===== src/rtl/sync_rx_fifo_if.sv =====
// Handshake bundle between the receive FIFO and the synchronizer/consumer pair.
// The master modport is the driving side (synchronizer, consumer and bench); the slave modport is the FIFO.
interface sync_rx_fifo_if #(
  parameter int DATA_WIDTH = 8,
  parameter int DEPTH      = 8
);
  localparam int CW = $clog2(DEPTH) + 1;

  logic [DATA_WIDTH-1:0] sync_bus;
  logic                  enable_pulse;
  logic                  rd_ready;
  logic                  clr_overflow;
  logic [DATA_WIDTH-1:0] rd_data;
  logic                  rd_valid;
  logic                  empty;
  logic                  full;
  logic [CW-1:0]         count;
  logic                  overflow;

  modport master (
    output sync_bus, enable_pulse, rd_ready, clr_overflow,
    input  rd_data, rd_valid, empty, full, count, overflow
  );

  modport slave (
    input  sync_bus, enable_pulse, rd_ready, clr_overflow,
    output rd_data, rd_valid, empty, full, count, overflow
  );
endinterface


===== src/rtl/sync_rx_fifo.sv =====
// Show-ahead receive FIFO that captures synchronized words on enable_pulse
// and hands them to the consumer over valid/ready, with a sticky overflow flag.
module sync_rx_fifo #(
  parameter int DATA_WIDTH = 8,
  parameter int DEPTH      = 8
) (
  input  logic           clk,
  input  logic           rst,
  sync_rx_fifo_if.slave  bus
);
  localparam int AW = $clog2(DEPTH);

  logic [DATA_WIDTH-1:0] r_mem [DEPTH];
  logic [AW:0]           r_wrPtr;
  logic [AW:0]           r_rdPtr;
  logic                  r_overflow;

  logic                  w_empty;
  logic                  w_full;
  logic                  w_pop;
  logic                  w_write;
  logic                  w_drop;
  logic [AW:0]           w_count;

  // Extra pointer MSB tells a full ring from an empty one when the addresses match.
  assign w_empty = (r_wrPtr == r_rdPtr);
  assign w_full  = (r_wrPtr[AW-1:0] == r_rdPtr[AW-1:0]) && (r_wrPtr[AW] != r_rdPtr[AW]);
  assign w_count = r_wrPtr - r_rdPtr;

  assign w_pop   = !w_empty && bus.rd_ready;
  assign w_write = bus.enable_pulse && (!w_full || w_pop);
  assign w_drop  = bus.enable_pulse && w_full && !w_pop;

  always_ff @(posedge clk or posedge rst) begin
    if (rst) begin
      r_wrPtr <= '0;
      r_rdPtr <= '0;
    end else begin
      if (w_write) r_wrPtr <= r_wrPtr + 1'b1;
      if (w_pop)   r_rdPtr <= r_rdPtr + 1'b1;
    end
  end

  // Storage is deliberately left unreset; only the pointers define what is valid.
  always_ff @(posedge clk) begin
    if (w_write) r_mem[r_wrPtr[AW-1:0]] <= bus.sync_bus;
  end

  always_ff @(posedge clk or posedge rst) begin
    if (rst)                   r_overflow <= 1'b0;
    else if (w_drop)           r_overflow <= 1'b1;
    else if (bus.clr_overflow) r_overflow <= 1'b0;
  end

  assign bus.rd_data  = w_empty ? '0 : r_mem[r_rdPtr[AW-1:0]];
  assign bus.rd_valid = !w_empty;
  assign bus.empty    = w_empty;
  assign bus.full     = w_full;
  assign bus.count    = w_count;
  assign bus.overflow = r_overflow;
endmodule


===== src/flat_wrapper.sv =====
// flat-port wrapper written by rule: the top's interface ports become plain ports
module sync_rx_fifo_flat 
#(
  parameter int DATA_WIDTH = 8,
  parameter int DEPTH      = 8
)
  (clk, rst, bus_sync_bus, bus_enable_pulse, bus_rd_ready, bus_clr_overflow, bus_rd_data, bus_rd_valid, bus_empty, bus_full, bus_count, bus_overflow);
  sync_rx_fifo_if #(.DATA_WIDTH(DATA_WIDTH), .DEPTH(DEPTH)) bus_i ();
  input  logic clk;
  input  logic rst;
  input wire logic [$bits(bus_i.sync_bus)-1:0] bus_sync_bus;
  input wire logic [$bits(bus_i.enable_pulse)-1:0] bus_enable_pulse;
  input wire logic [$bits(bus_i.rd_ready)-1:0] bus_rd_ready;
  input wire logic [$bits(bus_i.clr_overflow)-1:0] bus_clr_overflow;
  output wire logic [$bits(bus_i.rd_data)-1:0] bus_rd_data;
  output wire logic [$bits(bus_i.rd_valid)-1:0] bus_rd_valid;
  output wire logic [$bits(bus_i.empty)-1:0] bus_empty;
  output wire logic [$bits(bus_i.full)-1:0] bus_full;
  output wire logic [$bits(bus_i.count)-1:0] bus_count;
  output wire logic [$bits(bus_i.overflow)-1:0] bus_overflow;
  assign bus_i.sync_bus = bus_sync_bus;
  assign bus_i.enable_pulse = bus_enable_pulse;
  assign bus_i.rd_ready = bus_rd_ready;
  assign bus_i.clr_overflow = bus_clr_overflow;
  assign bus_rd_data = bus_i.rd_data;
  assign bus_rd_valid = bus_i.rd_valid;
  assign bus_empty = bus_i.empty;
  assign bus_full = bus_i.full;
  assign bus_count = bus_i.count;
  assign bus_overflow = bus_i.overflow;
  sync_rx_fifo #(.DATA_WIDTH(DATA_WIDTH), .DEPTH(DEPTH)) u_core (.clk(clk), .rst(rst), .bus(bus_i));
endmodule

===== config.mk =====
export PLATFORM = sky130hd
export DESIGN_NAME = sync_rx_fifo_flat
export DESIGN_NICKNAME = d
export VERILOG_FILES = /design/src/rtl/sync_rx_fifo_if.sv /design/src/rtl/sync_rx_fifo.sv /design/src/flat_wrapper.sv
export SDC_FILE = /design/constraint.sdc
export NUM_CORES = 1
export LEC_CHECK = 0
export CAP_MARGIN = 40
export CORE_MARGIN = 3
export CORE_UTILIZATION = 40
export DETAILED_ROUTE_END_ITERATION = 8
export DONT_BUFFER_PORTS = 1
export PLACE_DENSITY_LB_ADDON = 0.2
export SLEW_MARGIN = 5
export SYNTH_ARGS = -nofsm -noshare
export SYNTH_HDL_FRONTEND = slang
export SYNTH_SLANG_ARGS = --single-unit

===== constraint.sdc =====
create_clock -name clk -period 3.47 [get_ports clk]
set_clock_uncertainty 0.1 [all_clocks]
set_input_delay 0.1735 -clock clk [delete_from_list [all_inputs] [get_ports clk]]
set_output_delay 0.1735 -clock clk [all_outputs]
set_load 0.005 [all_outputs]

# Word-level counts from Yosys, hierarchy flattened
# Memory sizes are Yosys's and may differ from the RTL's.
# Index checks and enable logic that the tools add are counted.
# totals
regBits	9
mem_bits_rw	64
in_bits	13
out_inout_bits	16
elab_cells	25
mem_count	1
# memory_table
name	depth	width	rd	rd_ports_with_merged_regs	write_ports	line	rtl
u_core.r_mem	8	8	1	0	1	sync_rx_fifo.sv:13	logic [DATA_WIDTH-1:0] r_mem [DEPTH];
# classes
n_addsub	3
eq_ne	3
mux	5
n_reduce_logical	10
# ops
operator	count
$add A4 B1 Y4 const B	2
$mux W8	1
$logic_and A1 B1 Y1	5
$eq A4 B4 Y1	1
$mux W1	4
$sub A4 B4 Y4	1
$eq A3 B3 Y1	1
$logic_not A1 Y1	3
$reduce_bool A2 Y1	1
$logic_or A1 B1 Y1	1
$ne A1 B1 Y1	1

# Longest topological paths before layout
# Gate-level depths: netlist (run 1).
# logic_depth
depth_word	7
depth_mapped	9
ltp_nobuf	6

# Worst setup path after synthesis (run 1)
# OpenSTA, ideal clock, no wires.
# synth_timing
kind	register to register
start	reg u_core.r_rdPtr[1]
end	mem u_core.r_mem[4][0], enable pin
setup_time_ps	395
arrival_ps	2469
required_time_ps	2975
slack_ps	506
path_stages_with_launch	9
n_path_buf	3
path_cell_list	dfrtp_1 buf_4 buf_4 buf_4 inv_1 ha_1 nand3_1 nor3_1 nor4_1
# synth_between
elab_chain_len	7
# synth_lines
item	line	rtl
start, declared	sync_rx_fifo.sv:15	logic [AW:0] r_rdPtr;
start signal, assigned	sync_rx_fifo.sv:40	if (w_pop) r_rdPtr <= r_rdPtr + 1'b1;
$eq A4 B4 Y1 / $eq A3 B3 Y1 (equally long branches)	sync_rx_fifo.sv:26, sync_rx_fifo.sv:27	
$logic_not A1 Y1 / $logic_and A1 B1 Y1 (equally long branches)	sync_rx_fifo.sv:30, sync_rx_fifo.sv:27	
$logic_and A1 B1 Y1 / $logic_not A1 Y1 (equally long branches)	sync_rx_fifo.sv:30, sync_rx_fifo.sv:31	
$logic_or A1 B1 Y1 (*)	sync_rx_fifo.sv:31	assign w_write = bus.enable_pulse && (!w_full || w_pop);
$logic_and A1 B1 Y1 (*)	sync_rx_fifo.sv:31	
$mux W1 (*)	sync_rx_fifo.sv:46	if (w_write) r_mem[r_wrPtr[AW-1:0]] <= bus.sync_bus;
$mux W1 (not written as such) (*)	sync_rx_fifo.sv:46	
end, declared	sync_rx_fifo.sv:13	
# Every way passes the cells marked *; elsewhere a longest branch is shown, timed or not.

# Worst setup path after layout (run 1)
# layout_timing
start	reg u_core.r_wrPtr[0]
end	reg u_core.r_overflow, in the netlist u_core.bus.overflow
# layout_between
elab_chain_len	6
# layout_lines
item	line	rtl
start, declared	sync_rx_fifo.sv:14	logic [AW:0] r_wrPtr;
start signal, assigned	sync_rx_fifo.sv:39	if (w_write) r_wrPtr <= r_wrPtr + 1'b1;
$eq A4 B4 Y1	sync_rx_fifo.sv:26	assign w_empty = (r_wrPtr == r_rdPtr);
$logic_not A1 Y1	sync_rx_fifo.sv:30	assign w_pop = !w_empty && bus.rd_ready;
$logic_and A1 B1 Y1	sync_rx_fifo.sv:30	
$logic_not A1 Y1	sync_rx_fifo.sv:32	assign w_drop = bus.enable_pulse && w_full && !w_pop;
$logic_and A1 B1 Y1 (*)	sync_rx_fifo.sv:32	
$mux W1 / $reduce_bool A2 Y1 (equally long branches)	--	
end signal, assigned	sync_rx_fifo.sv:50	if (rst) r_overflow <= 1'b0;
end signal, assigned	sync_rx_fifo.sv:51	else if (w_drop) r_overflow <= 1'b1;
end signal, assigned	sync_rx_fifo.sv:52	else if (bus.clr_overflow) r_overflow <= 1'b0;
end, declared	sync_rx_fifo.sv:16	logic r_overflow;
# Marked as above.
# A chain may end at the register's enable or synchronous reset.

==> flow_metrics.py, run 1 <==
metrics = {
    "critical_path": {
        "worst-path-max-fanout": 7,
        "worstSetupPathType": "reg -> reg",
        "cp.arrival_ns": 2.66,
        "crit_required_ns": 3.65,
        "startpoint_type": "flop",
        "end_kind": "flop",
        "worstRegToRegCells": 7,
    },
    "timing": {
        "max_freq_mhz": 403,
        "final_max_slew_viol_count": 0,
        "rsz0062_at_grt": "false",
        "hold_violations": 0,
        "worstMarginPinSlew_ns": 0.887,
        "min_period_ns": 2.48,
        "setup_violations": 0,
        "finalWorstSetupSlack_ns": 0.986,
        "setup_tns_ns": 0,
        "relSlewSlack_pct": 40.6,
        "fin_crit_sh_pct": 71.6,
    },
    "placed_design": {
        "hpwl_microns": 3930,
        "gp_congestion": 0.872,
        "portBuffers": 0,
        "dp_slack_ns": 1.11,
        "dp.cells": 293,
    },
    "die": {
        "start_util_pct": 41.7,
        "die_w_microns": 93.7,
        "rows": 31,
        "die_h_microns": 93.7,
        "io_pins": 29,
        "core_sq_mm": 0.00737,
        "die_area_sq_mm": 0.00878,
    },
    "yosys": {
        "synth_cells": 196,
        "post-synth-top-count-cell": "edfxtp_1",
        "synthArstFlopShare_pct": 12.3,
        "synth_top_flop_cell": "edfxtp_1",
        "yosysTopAreaCellShare_pct": 62.5,
        "ys_seq_area_share_pct": 69.8,
        "synth_area_sq_mm": 0.00308,
        "syn-num-nets": 215,
        "synth-seq-cells": 73,
        "synth_enable_flop_cells": 64,
        "synth_area_leaders": "edfxtp_1, mux2i_1, dfrtp_1, a221oi_1, ha_1",
        "ys_types": 30,
        "synth_area_leader_cell": "edfxtp_1",
        "syn_area_per_cell_sq_um": 15.7,
        "synth_top_cells_by_count": "edfxtp_1, mux2i_1, inv_1, nand2_1, dfrtp_1",
        "yosys_warnings": 0,
    },
    "run": {
        "maxCapViolations": 0,
    },
    "clock_network": {
        "postCtsSetupBuffers": 0,
        "tritoncts": "done",
        "cts_resized": 0,
        "clk_path_buf_depth": 2,
        "clk_latency_ns": 0.34,
        "clk_pin_slew_ns": 0.07,
        "clock-sinks": 73,
        "clock-root-buffer": "clkbuf_8",
        "ctsHoldBuffers": 13,
        "cts_buffers": 9,
        "htree_levels": 3,
    },
    "routing": {
        "avgRoutedWirePerCell_microns": 18.5,
        "antenna_left": 0,
        "drt_iter0_markers": 101,
        "drc": 0,
        "drt_wl_total_microns": 5980,
        "drt-pass1-iter-count": 4,
        "via_per_inst": 5.28,
        "num_vias": 1711,
    },
    "global_routing": {
        "grt_pass1_wl_microns": 9160,
        "grt_antenna_before_repair": 3,
        "grt-ovfl-total": 0,
        "grt_util_all_layers_pct": 14.3,
        "grt_max_degree": 37,
        "grt_pass1_vias": 1714,
    },
    "min_path": {
        "hold_depth": 3,
        "hold_path_class": "in -> reg",
    },
    "pwr": {
        "ir_drop_mv": 0.308,
        "p_per_area_mw_per_mm2": 844,
        "p_leak_nw": 1.32,
    },
    "layout": {
        "stdcell_count": 324,
        "fin_nets": 237,
        "synthToLayoutAreaGrowth_pct": 14.4,
        "final_util_pct": 47.8,
        "drive_gt1_share_pct": 10.8,
    },
    "outcome": {
        "status": "complete, no violations",
    },
}
[critical path: stages, from the launching register on]
cell	delay (ns)
dfrtp_1	0.46
inv_1	0.09
ha_1	0.32
nand3_1	0.18
nor3_1	0.48
nand2_1	0.13
o21ai_0	0.09
dlygate4sd3_1	0.56
[per-stage QoR]
| step | cell area [sq um] | power, mW | hold slack [ns] |
|---|---|---|---|
| final | 3520 | 2.97 | 0.0756 |
| after global routing | 3520 | 3.16 | 0.0704 |
| after CTS | 3520 | 3.01 | 0.0588 |
| after detailed placement | 3200 | 2.36 | -0.0389 |
| after global placement | 3200 | 2.30 | -0.0551 |
| after floorplan | 3080 | 2.10 | -0.0986 |
[layout make-up]
| type | instances | area, sq um |
|---|---|---|
| timing repair buffer | 19 | 175 |
| multi-input combinational | 104 | 842 |
| antenna | 2 | 5.00 |
| tap | 99 | 124 |
| sequential | 73 | 2150 |
| inverter | 11 | 41.3 |
| fill | 647 | 3850 |
| clock inverter | 6 | 57.6 |
| clock buffer | 10 | 128 |
[sequential cells by signal (all words and copies together), names as in the netlist]
signal / count
u_core.r_mem: 64
u_core.bus.overflow: 1
u_core.r_rdPtr: 4
u_core.r_wrPtr: 4
[per-layer routing]
metal,global-route usage (%),share of wire (%),vias up
li1,-,-,794
met1,18.7,45,848
met2,21.6,47,55
met3,4.41,5.8,12
met4,6.86,2.0,2
met5,0,0.22,-
[cell usage in the layout, fill, tap and decap left out, types with 2 or more instances in the layout]
cell	count
a221oi_1	8
a22oi_1	8
buf_4	6
clkbuf_8	9
clkinv_1	3
dfrtp_1	8
diode_2	2
dlygate4sd3_1	13
edfxtp_1	64
ha_1	5
inv_1	11
mux2i_1	32
nand2_1	11
nand3_1	6
nand4_1	2
nor2_1	5
nor2b_1	2
nor3_1	5
xnor2_1	7
[report_power, final]
part           leakage, nW  switching, mW  internal, mW
clock network       0.0894          0.294         0.327
logic                0.543          0.677         0.444
registers            0.688          0.100          1.13
total                 1.32           1.07          1.90
[worst paths after layout]
| kind | start | end | slack, ns |
|---|---|---|---|
| setup / recovery | u_core.r_wrPtr[0] | u_core.bus.overflow | 0.99 |
| hold / removal | bus_rd_ready | u_core.r_wrPtr[0] | 0.08 |
| setup reg to reg | u_core.r_wrPtr[0] | u_core.bus.overflow | 0.99 |
| hold reg to reg | u_core.r_wrPtr[3] | u_core.r_wrPtr[3] | 0.43 |
| max in group asynchronous | rst | u_core.r_rdPtr[1] | 2.83 |
| min in group asynchronous | rst | u_core.r_wrPtr[2] | 0.15 |
[kinds of logic after synthesis]
group / share of synthesized area, %
buffers and inverters: 2.85
AOI/OAI and AO/OA: 5.21
adders and majority gates: 2.68
xor gates and xnor gates: 2.81
DFF: 69.8
and+or+nand+nor: 5.53
muxes: 11.1
(Power assumes the default switching activity.)
==> run 2, diff against run 1 <==
Clock period 3.47 ns to 2.6 ns, I/O delays scaled along.
==> flow_metrics.py, run 2 (synthesis gave the netlist of run 1 again) <==
metrics = {
    "global_routing": {
        "grt_pass1_wl_microns": 9360,
        "grt-ovfl-total": 0,
        "grt_util_all_layers_pct": 14.6,
        "grt_antenna_before_repair": 1,
        "grt_max_degree": 37,
        "grt_pass1_vias": 1724,
    },
    "critical_path": {
        "cpMostUsedCell": "buf_4",
        "worstSetupPathType": "reg -> out",
        "crit_required_ns": 2.37,
        "worst-path-max-fanout": 12,
        "worstRegToRegCells": 5,
        "end_kind": "output port",
        "crit_chain": "inv_1 -> ha_1 -> nand4_1 -> buf_4 -> nand2_1 -> a221oi_1 -> buf_4",
        "critPathSlowestCell": "dfrtp_1",
        "worst_path_largest_cell_delay_ns": 0.49,
        "cp.arrival_ns": 2.23,
        "startpoint_type": "flop",
        "crit_buf_inv": 3,
        "rr_startpoint": "u_core.r_wrPtr[0]",
        "crit_family": "buffers and inverters",
        "regToRegEndpoint": "u_core.r_mem[3][2]",
        "worst-r2r-setup-slack_ns": 0.22,
    },
    "clock_network": {
        "clk_path_buf_depth": 2,
        "postCtsSetupBuffers": 0,
        "cts_buffers": 9,
        "htree_levels": 3,
        "clock-root-buffer": "clkbuf_8",
        "clk_latency_ns": 0.32,
        "clk_pin_slew_ns": 0.07,
        "tritoncts": "done",
        "clock-sinks": 73,
    },
    "routing": {
        "via_per_inst": 5.18,
        "drc": 0,
        "drt-pass1-iter-count": 4,
        "num_vias": 1698,
        "avgRoutedWirePerCell_microns": 18.3,
        "drt_iter0_markers": 71,
        "antenna_left": 0,
        "drt_wl_total_microns": 6010,
    },
    "die": {
        "rows": 31,
        "start_util_pct": 41.7,
        "die_area_sq_mm": 0.00878,
        "die_w_microns": 93.7,
        "io_pins": 29,
        "die_h_microns": 93.7,
        "core_sq_mm": 0.00737,
    },
    "outcome": {
        "status": "complete, no violations",
    },
    "timing": {
        "relSlewSlack_pct": 43.7,
        "fin_crit_sh_pct": 94.4,
        "worstMarginPinSlew_ns": 0.841,
        "rsz0062_at_grt": "false",
        "max_freq_mhz": 407,
        "setup_tns_ns": 0,
        "hold_violations": 0,
        "final_max_slew_viol_count": 0,
        "setup_violations": 0,
        "min_period_ns": 2.46,
    },
    "pwr": {
        "p_per_area_mw_per_mm2": 1170,
        "total_power_mw": 4.24,
        "p_leak_nw": 1.36,
        "ir_drop_mv": 0.452,
    },
    "min_path": {
        "hold-path-endpoint": "u_core.r_wrPtr[0]",
        "hold_depth": 3,
        "hold_path_class": "in -> reg",
        "hold_start": "bus_rd_ready",
    },
    "placed_design": {
        "portBuffers": 0,
        "hpwl_microns": 4000,
        "gp_congestion": 0.810,
        "dp.cells": 300,
    },
    "layout": {
        "fin_nets": 244,
        "synthToLayoutAreaGrowth_pct": 17.2,
        "drive_gt1_share_pct": 15.7,
        "fillers": 668,
        "final_common_cell": "edfxtp_1",
        "largest_reg_flops": 64,
        "final_cell_mix": "edfxtp_1, mux2i_1, dlygate4sd3_1, buf_4",
        "stdcell_count": 328,
        "antennaDiodeCount": 0,
    },
    "run": {
        "maxCapViolations": 0,
    },
}
-- run 2: cell type report --
type	instances	area, sq um	share of cell area [%]
clock inverter	6	83.8	2.32
sequential	73	2150	59.6
clock buffer	9	124	3.43
multi-input combinational	104	858	23.8
tap	99	124	3.43
timing repair buffer	26	228	6.31
inverter	11	41.3	1.14
-- run 2: worst max-delay path by stage --
| stage | from | to | cells past startpoint |
|---|---|---|---|
| after detailed placement | u_core.r_wrPtr[0] | u_core.r_mem[3][1] | 5 |
| after global placement | u_core.r_wrPtr[0] | u_core.r_mem[7][6] | 5 |
| after global routing | u_core.r_wrPtr[0] | bus_rd_data[7] | 7 |
| after CTS | u_core.r_wrPtr[0] | bus_rd_data[0] | 7 |
| after floorplan | u_core.r_rdPtr[1] | u_core.r_mem[0][0] | 8 |
| final | u_core.r_wrPtr[0] | bus_rd_data[7] | 7 |
-- run 2: metal layers --
layer	track usage (%)	vias up	share of wire [%]
met5	0	-	0.12
met4	5.78	2	0.85
met3	3.04	7	3.7
met2	23.2	32	48
met1	19.7	861	47
li1	-	796	-
-- run 2: metrics by stage --
step	cell area [sq um]	worst slack, ns	utilization, %	hold slack (ns)
global route	3610	0.00690	48.9	0.0226
floorplan	3090	-0.120	-	-0.142
global placement	3260	0.318	44.3	-0.0922
detailed placement	3260	0.248	44.3	-0.0845
finish	3610	0.144	48.9	0.0297
CTS	3600	0.0985	48.9	0.0177
-- run 2: worst register-to-register path, delay by kind of cell (launching register included) --
kind / cells / cell delay, ns
buffers and inverters: 1 / 0.10
adders and majority gates: 1 / 0.32
AOI/OAI and AO/OA: 1 / 0.13
DFF: 1 / 0.49
and+or+nand+nor: 2 / 0.87
-- run 2: power breakdown --
part           switching, mW  leakage [nW]  internal, mW  total (mW)
logic                  0.951         0.577         0.733        1.68
clock network          0.394        0.0987         0.530       0.924
registers              0.119         0.688          1.51        1.63
total                   1.46          1.36          2.77        4.24
-- run 2: timing repair --
item | 4_1_cts | 5_1_grt
hold endpoints to repair | 81 | 0
gates resized for setup | 0 | 1
setup endpoints to repair | 0 | 1
hold buffers | 13 | 0
